$ cat src/rtl/mxint8_operand_driver.sv
// MXINT8 operand generator: fills one block of LFSR-derived scales/elements, presents it under
// valid/ready, repeats NUM_TXN times. Optional override build: MXINT8_DRV_SPECIAL_EN.
`ifndef BLOCK_SIZE
`define BLOCK_SIZE 32
`endif
`ifndef SCALE_WIDTH
`define SCALE_WIDTH 8
`endif
`ifndef MXINT8_ELEMENT_WIDTH
`define MXINT8_ELEMENT_WIDTH 8
`endif

module mxint8_operand_driver #(
    parameter int unsigned NUM_TXN = 16,
    parameter logic [31:0] SEED    = 32'hACE1_2345
) (
    input  logic                                                  clk,
    input  logic                                                  rst_n,
    input  logic                                                  i_start,
    input  logic                                                  i_ready,
    output logic                                                  o_valid,
    output logic [`SCALE_WIDTH-1:0]                               o_scale_a,
    output logic [`SCALE_WIDTH-1:0]                               o_scale_b,
    output logic [`BLOCK_SIZE-1:0][`MXINT8_ELEMENT_WIDTH-1:0]     o_mxint8_elements_a,
    output logic [`BLOCK_SIZE-1:0][`MXINT8_ELEMENT_WIDTH-1:0]     o_mxint8_elements_b,
    output logic [15:0]                                           o_txn_id,
    output logic                                                  o_done
);
    localparam int unsigned BS       = `BLOCK_SIZE;
    localparam int unsigned KW       = (BS > 1) ? $clog2(BS) : 1;
    localparam logic [31:0] LfsrMask = 32'h8020_0003;
    localparam logic [31:0] LfsrInit = (SEED == 32'd0) ? 32'd1 : SEED;
    localparam logic [KW-1:0] KLast  = KW'(BS - 1);
    localparam logic [15:0] TxnLast  = 16'(NUM_TXN - 1);

    typedef enum logic [1:0] {StIdle, StGen, StDrive, StDone} state_e;

    state_e                                              state_q, state_d;
    logic [KW-1:0]                                       k_q, k_d;
    logic [31:0]                                         lfsr_q, lfsr_d;
    logic [15:0]                                         txn_q, txn_d;
    logic [`SCALE_WIDTH-1:0]                             scale_a_q, scale_a_d;
    logic [`SCALE_WIDTH-1:0]                             scale_b_q, scale_b_d;
    logic [BS-1:0][`MXINT8_ELEMENT_WIDTH-1:0]            elem_a_q, elem_a_d;
    logic [BS-1:0][`MXINT8_ELEMENT_WIDTH-1:0]            elem_b_q, elem_b_d;

    always_comb begin
        state_d   = state_q;
        k_d       = k_q;
        lfsr_d    = lfsr_q;
        txn_d     = txn_q;
        scale_a_d = scale_a_q;
        scale_b_d = scale_b_q;
        elem_a_d  = elem_a_q;
        elem_b_d  = elem_b_q;
        unique case (state_q)
            StIdle: begin
                if (i_start) begin
                    state_d = StGen;
                    k_d     = '0;
                end
            end
            StGen: begin
                // Fields come from the pre-advance LFSR value.
                elem_a_d[k_q] = lfsr_q[7:0];
                elem_b_d[k_q] = lfsr_q[15:8];
                if (k_q == '0) begin
                    scale_a_d = lfsr_q[23:16];
                    scale_b_d = lfsr_q[31:24];
                end
`ifdef MXINT8_DRV_SPECIAL_EN
                if (txn_q[2:0] == 3'd6) begin
                    elem_a_d[k_q] = 8'h80;
                end
                if (txn_q[2:0] == 3'd7 && k_q == '0) begin
                    scale_a_d = 8'hFF;
                end
`endif
                lfsr_d = {1'b0, lfsr_q[31:1]} ^ (lfsr_q[0] ? LfsrMask : 32'd0);
                if (k_q == KLast) begin
                    state_d = StDrive;
                    k_d     = '0;
                end else begin
                    k_d = k_q + 1'b1;
                end
            end
            StDrive: begin
                if (i_ready) begin
                    if (txn_q == TxnLast) begin
                        state_d = StDone;
                    end else begin
                        txn_d   = txn_q + 16'd1;
                        k_d     = '0;
                        state_d = StGen;
                    end
                end
            end
            StDone: begin
                if (!i_start) begin
                    state_d = StIdle;
                    txn_d   = '0;
                end
            end
            default: state_d = StIdle;
        endcase
    end

    always_ff @(posedge clk) begin
        if (!rst_n) begin
            state_q   <= StIdle;
            k_q       <= '0;
            lfsr_q    <= LfsrInit;
            txn_q     <= '0;
            scale_a_q <= '0;
            scale_b_q <= '0;
            elem_a_q  <= '0;
            elem_b_q  <= '0;
        end else begin
            state_q   <= state_d;
            k_q       <= k_d;
            lfsr_q    <= lfsr_d;
            txn_q     <= txn_d;
            scale_a_q <= scale_a_d;
            scale_b_q <= scale_b_d;
            elem_a_q  <= elem_a_d;
            elem_b_q  <= elem_b_d;
        end
    end

    assign o_valid             = (state_q == StDrive);
    assign o_done              = (state_q == StDone);
    assign o_txn_id            = txn_q;
    assign o_scale_a           = scale_a_q;
    assign o_scale_b           = scale_b_q;
    assign o_mxint8_elements_a = elem_a_q;
    assign o_mxint8_elements_b = elem_b_q;

endmodule

$ cat config.mk
export PLATFORM = sky130hd
export DESIGN_NAME = mxint8_operand_driver
export DESIGN_NICKNAME = d
export VERILOG_FILES = /design/src/rtl/mxint8_operand_driver.sv
export SDC_FILE = /design/constraint.sdc
export NUM_CORES = 1
export LEC_CHECK = 0
export CORE_MARGIN = 8
export CORE_UTILIZATION = 45
export CTS_CLUSTER_SIZE = 28
export DETAILED_ROUTE_END_ITERATION = 6
export MAX_ROUTING_LAYER = met4
export PLACE_DENSITY = 0.8
export RECOVER_POWER = 25
export SKIP_CTS_REPAIR_TIMING = 1
export SLEW_MARGIN = 20
export SYNTH_ARGS = -nofsm -noshare
export SYNTH_HDL_FRONTEND = slang
export SYNTH_SLANG_ARGS = --single-unit
$ cat constraint.sdc
create_clock -name clk -period 4.8 [get_ports clk]
set_input_delay 0.72 -clock clk [delete_from_list [all_inputs] [get_ports clk]]
set_output_delay 0.72 -clock clk [all_outputs]
set_load 0.005 [all_outputs]
==> flow_metrics.py <==
metrics = {
    "power_and_ir_drop": {
        "peakVddDrop_mv": 0.284,
        "power_density_nw_per_um2": 355,
        "finalPower_w": 0.0101,
        "p_leak_nw": 10.1,
    },
    "worst_setup_path": {
        "cp.depth": 6,
        "crit_buf_inv": 1,
        "cp.required_ns": 5.33,
        "rr_startpoint": "k_q[1]",
        "crit_arrival_ns": 3.88,
        "rrSetupSlack_ns": 1.45,
        "crit_slowest_cell": "nor2_1",
        "path_cells": "inv_1 > ha_1 > nand3b_1 > nor2_1 > nand2_1 > a21oi_1",
        "path_delay_family": "simple AND/OR/NAND/NOR gates",
        "slowest_delay_ns": 1.16,
        "cp_max_fo": 16,
        "r2r-end": "o_mxint8_elements_b[15]",
        "startpoint_type": "flip-flop",
        "ff2ff_path_depth": 6,
        "endpoint_kind": "flip-flop",
        "path_class": "flip-flop to flip-flop",
    },
    "run_status": {
        "outcome": "finished with violations",
        "violations": "design-rule violations",
    },
    "global_routing": {
        "grt_pass1_wl_um": 120000,
        "antenna_found_initial": 0,
        "grt_max_degree": 178,
        "grt_pass1_vias": 20000,
        "track_usage": 0.292,
        "gr-total-overflow": 0,
    },
    "finish": {
        "nets": 3120,
        "nFillCells": 3833,
        "final_layout_size_suffix_gt1_frac": 0.0542,
        "multi_input_area_um2": 8440,
        "area_growth_pct": 36.2,
        "stdcell_count": 3764,
        "diodes": 0,
        "regArea_um2": 11700,
    },
    "logic_synthesis": {
        "syn_avg_cell_area_um2": 7.71,
        "yosysWarnings": 0,
        "syn_area_um2": 21000,
        "ys_seq_elements": 583,
        "synth_nets": 2728,
        "ys_top_cells_by_area": "dfxtp_1, nand2_1, a21oi_1",
        "synth_top_area_frac": 0.557,
        "yosysSeqAreaShare": 0.557,
        "postSynthCellCount": 2718,
        "synth.distinct_cells": 45,
        "post-synth-top-count-cell": "nand2_1",
        "yosys_most_used_dff": "dfxtp_1",
        "synth_edf_count": 0,
        "yosys-top-cells-count": "nand2_1, dfxtp_1, a21oi_1",
        "synth_top_area_cell": "dfxtp_1",
        "async_flop_share": 0,
    },
    "timing": {
        "finalSetupViolCount": 0,
        "setup_ws_ns": 1.45,
        "min_period_ns": 3.35,
        "min_period_over_period": 0.697,
        "tightest_slew_ns": 1.34,
        "grt_setup_unrepaired": "false",
        "final.setup_skew_ns": 0.0199,
        "max_slew_margin": 0.107,
        "slew_violations": 0,
        "finalHoldViolCount": 0,
        "setup_tns_ns": 0,
        "timing.fmax_mhz": 299,
    },
    "min_path": {
        "hp-start": "o_mxint8_elements_b[188]",
        "hold_path_depth": 2,
        "whs_endpoint": "o_mxint8_elements_b[188]",
        "hold_path_class": "flip-flop to flip-flop",
    },
    "detailed_routing": {
        "vias": 20900,
        "postRouteAntennaNets": 0,
        "drc": 2,
        "drtPass1Iterations": 7,
        "wl_per_cell_um": 21.5,
        "routed_wl_um": 81100,
        "drt_iter0_drc": 1817,
        "via_per_inst": 5.55,
    },
    "placement": {
        "gp_congestion": 0.866,
        "post-place-cells": 3658,
        "dp_slack_ns": 1.51,
        "hpwl_um": 53000,
        "port_buffers": 549,
    },
    "cts": {
        "cts_buffers": 57,
        "cts.path.max_buffers": 3,
        "path_clk_slew_ns": 0.07,
        "tritoncts": "done",
        "cts-root-buf": "clkbuf_16",
        "clock-sinks": 583,
        "clk_latency_ns": 0.61,
        "h-tree-depth": 2,
    },
    "floorplan": {
        "coreArea_um2": 46300,
        "fp.dieW_um": 232,
        "dieHeight_um": 232,
        "ios": 550,
        "placementRows": 79,
        "die_area_um2": 53700,
        "start_util": 0.453,
    },
    "run": {
        "cap_violations": 0,
    },
}
[cells by family after synthesis]
group,synth area share
DFF,0.557
AOI/OAI and AO/OA,0.150
xor gates and xnor gates,0.000836
adders and majority gates,0.00358
and+or+nand+nor,0.245
buffers and inverters,0.0442
[registers in the layout, indices dropped and copies added, names as in the netlist]
register / count
o_mxint8_elements_b: 256
o_mxint8_elements_a: 256
o_scale_a: 8
state_q: 2
o_scale_b: 8
k_q: 5
o_txn_id: 16
lfsr_q: 32
[layer usage]
layer  global-route usage  vias to the layer above  wire length (um)
li1                     -                     9610                 -
met1                0.335                     9917             30300
met2                0.465                     1110             38100
met3               0.0825                      246              8390
met4                0.149                        0              4230
met5                    -                        -                 0
[worst reg2reg max path: stages (launching register included)]
cell and delay [ns]:
dfxtp_1 0.34, inv_1 0.11, ha_1 0.53, nand3b_1 0.80
nor2_1 1.16, nand2_1 0.16, a21oi_1 0.18
[worst max-delay path by stage]
stage | from | endpoint | slack, ns
floorplan | rst_n | lfsr_q[14] | 2.84
global placement | k_q[1] | o_mxint8_elements_a[110] | 1.55
detailed placement | k_q[1] | o_mxint8_elements_a[43] | 1.51
CTS | k_q[1] | o_mxint8_elements_b[140] | 1.46
global route | k_q[0] | o_mxint8_elements_b[250] | 1.31
finish | k_q[1] | o_mxint8_elements_b[15] | 1.45
[where the power goes]
part / total [W] / switching [W] / internal, W
Clock: 0.00466 / 0.00193 / 0.00273
Sequential: 0.00507 / 0.000182 / 0.00489
Combinational: 0.000418 / 0.000303 / 0.000115
[layout make-up]
cell class,instances,area share
flip-flops and latches,583,0.410
multi-input cells,1892,0.296
clock inverters,27,0.0108
inverters,5,0.000920
clock buffers,79,0.0578
repair buffers,571,0.199
well taps,607,0.0266
[metrics by stage]
| step | instance area, um2 | utilization | hold WS, ns |
|---|---|---|---|
| after floorplan | 21000 | - | 0.445 |
| after global placement | 26500 | 0.573 | 0.440 |
| after detailed placement | 26500 | 0.574 | 0.446 |
| after CTS | 28500 | 0.616 | 0.454 |
| after global routing | 28500 | 0.617 | 0.465 |
| final | 28500 | 0.617 | 0.450 |
[layout by cell type (no fill, tap or decap), types with 8 or more instances in the layout]
cell | netlist | routed
dfxtp_1 | 583 | 567
clkinv_2 | 0 | 14
clkbuf_1 | 216 | 11
nand2_1 | 1130 | 1130
nor2b_2 | 0 | 10
buf_4 | 0 | 20
clkbuf_16 | 0 | 59
nand3b_1 | 11 | 11
nor2_2 | 0 | 13
clkdlybuf4s50_1 | 0 | 297
o21ai_0 | 10 | 10
nor2_1 | 26 | 12
clkbuf_8 | 0 | 10
dfxtp_2 | 0 | 13
dlygate4sd3_1 | 0 | 252
nand3_1 | 52 | 51
a21oi_1 | 558 | 558
and3_1 | 8 | 8
Power figures use the tool's default switching activity.
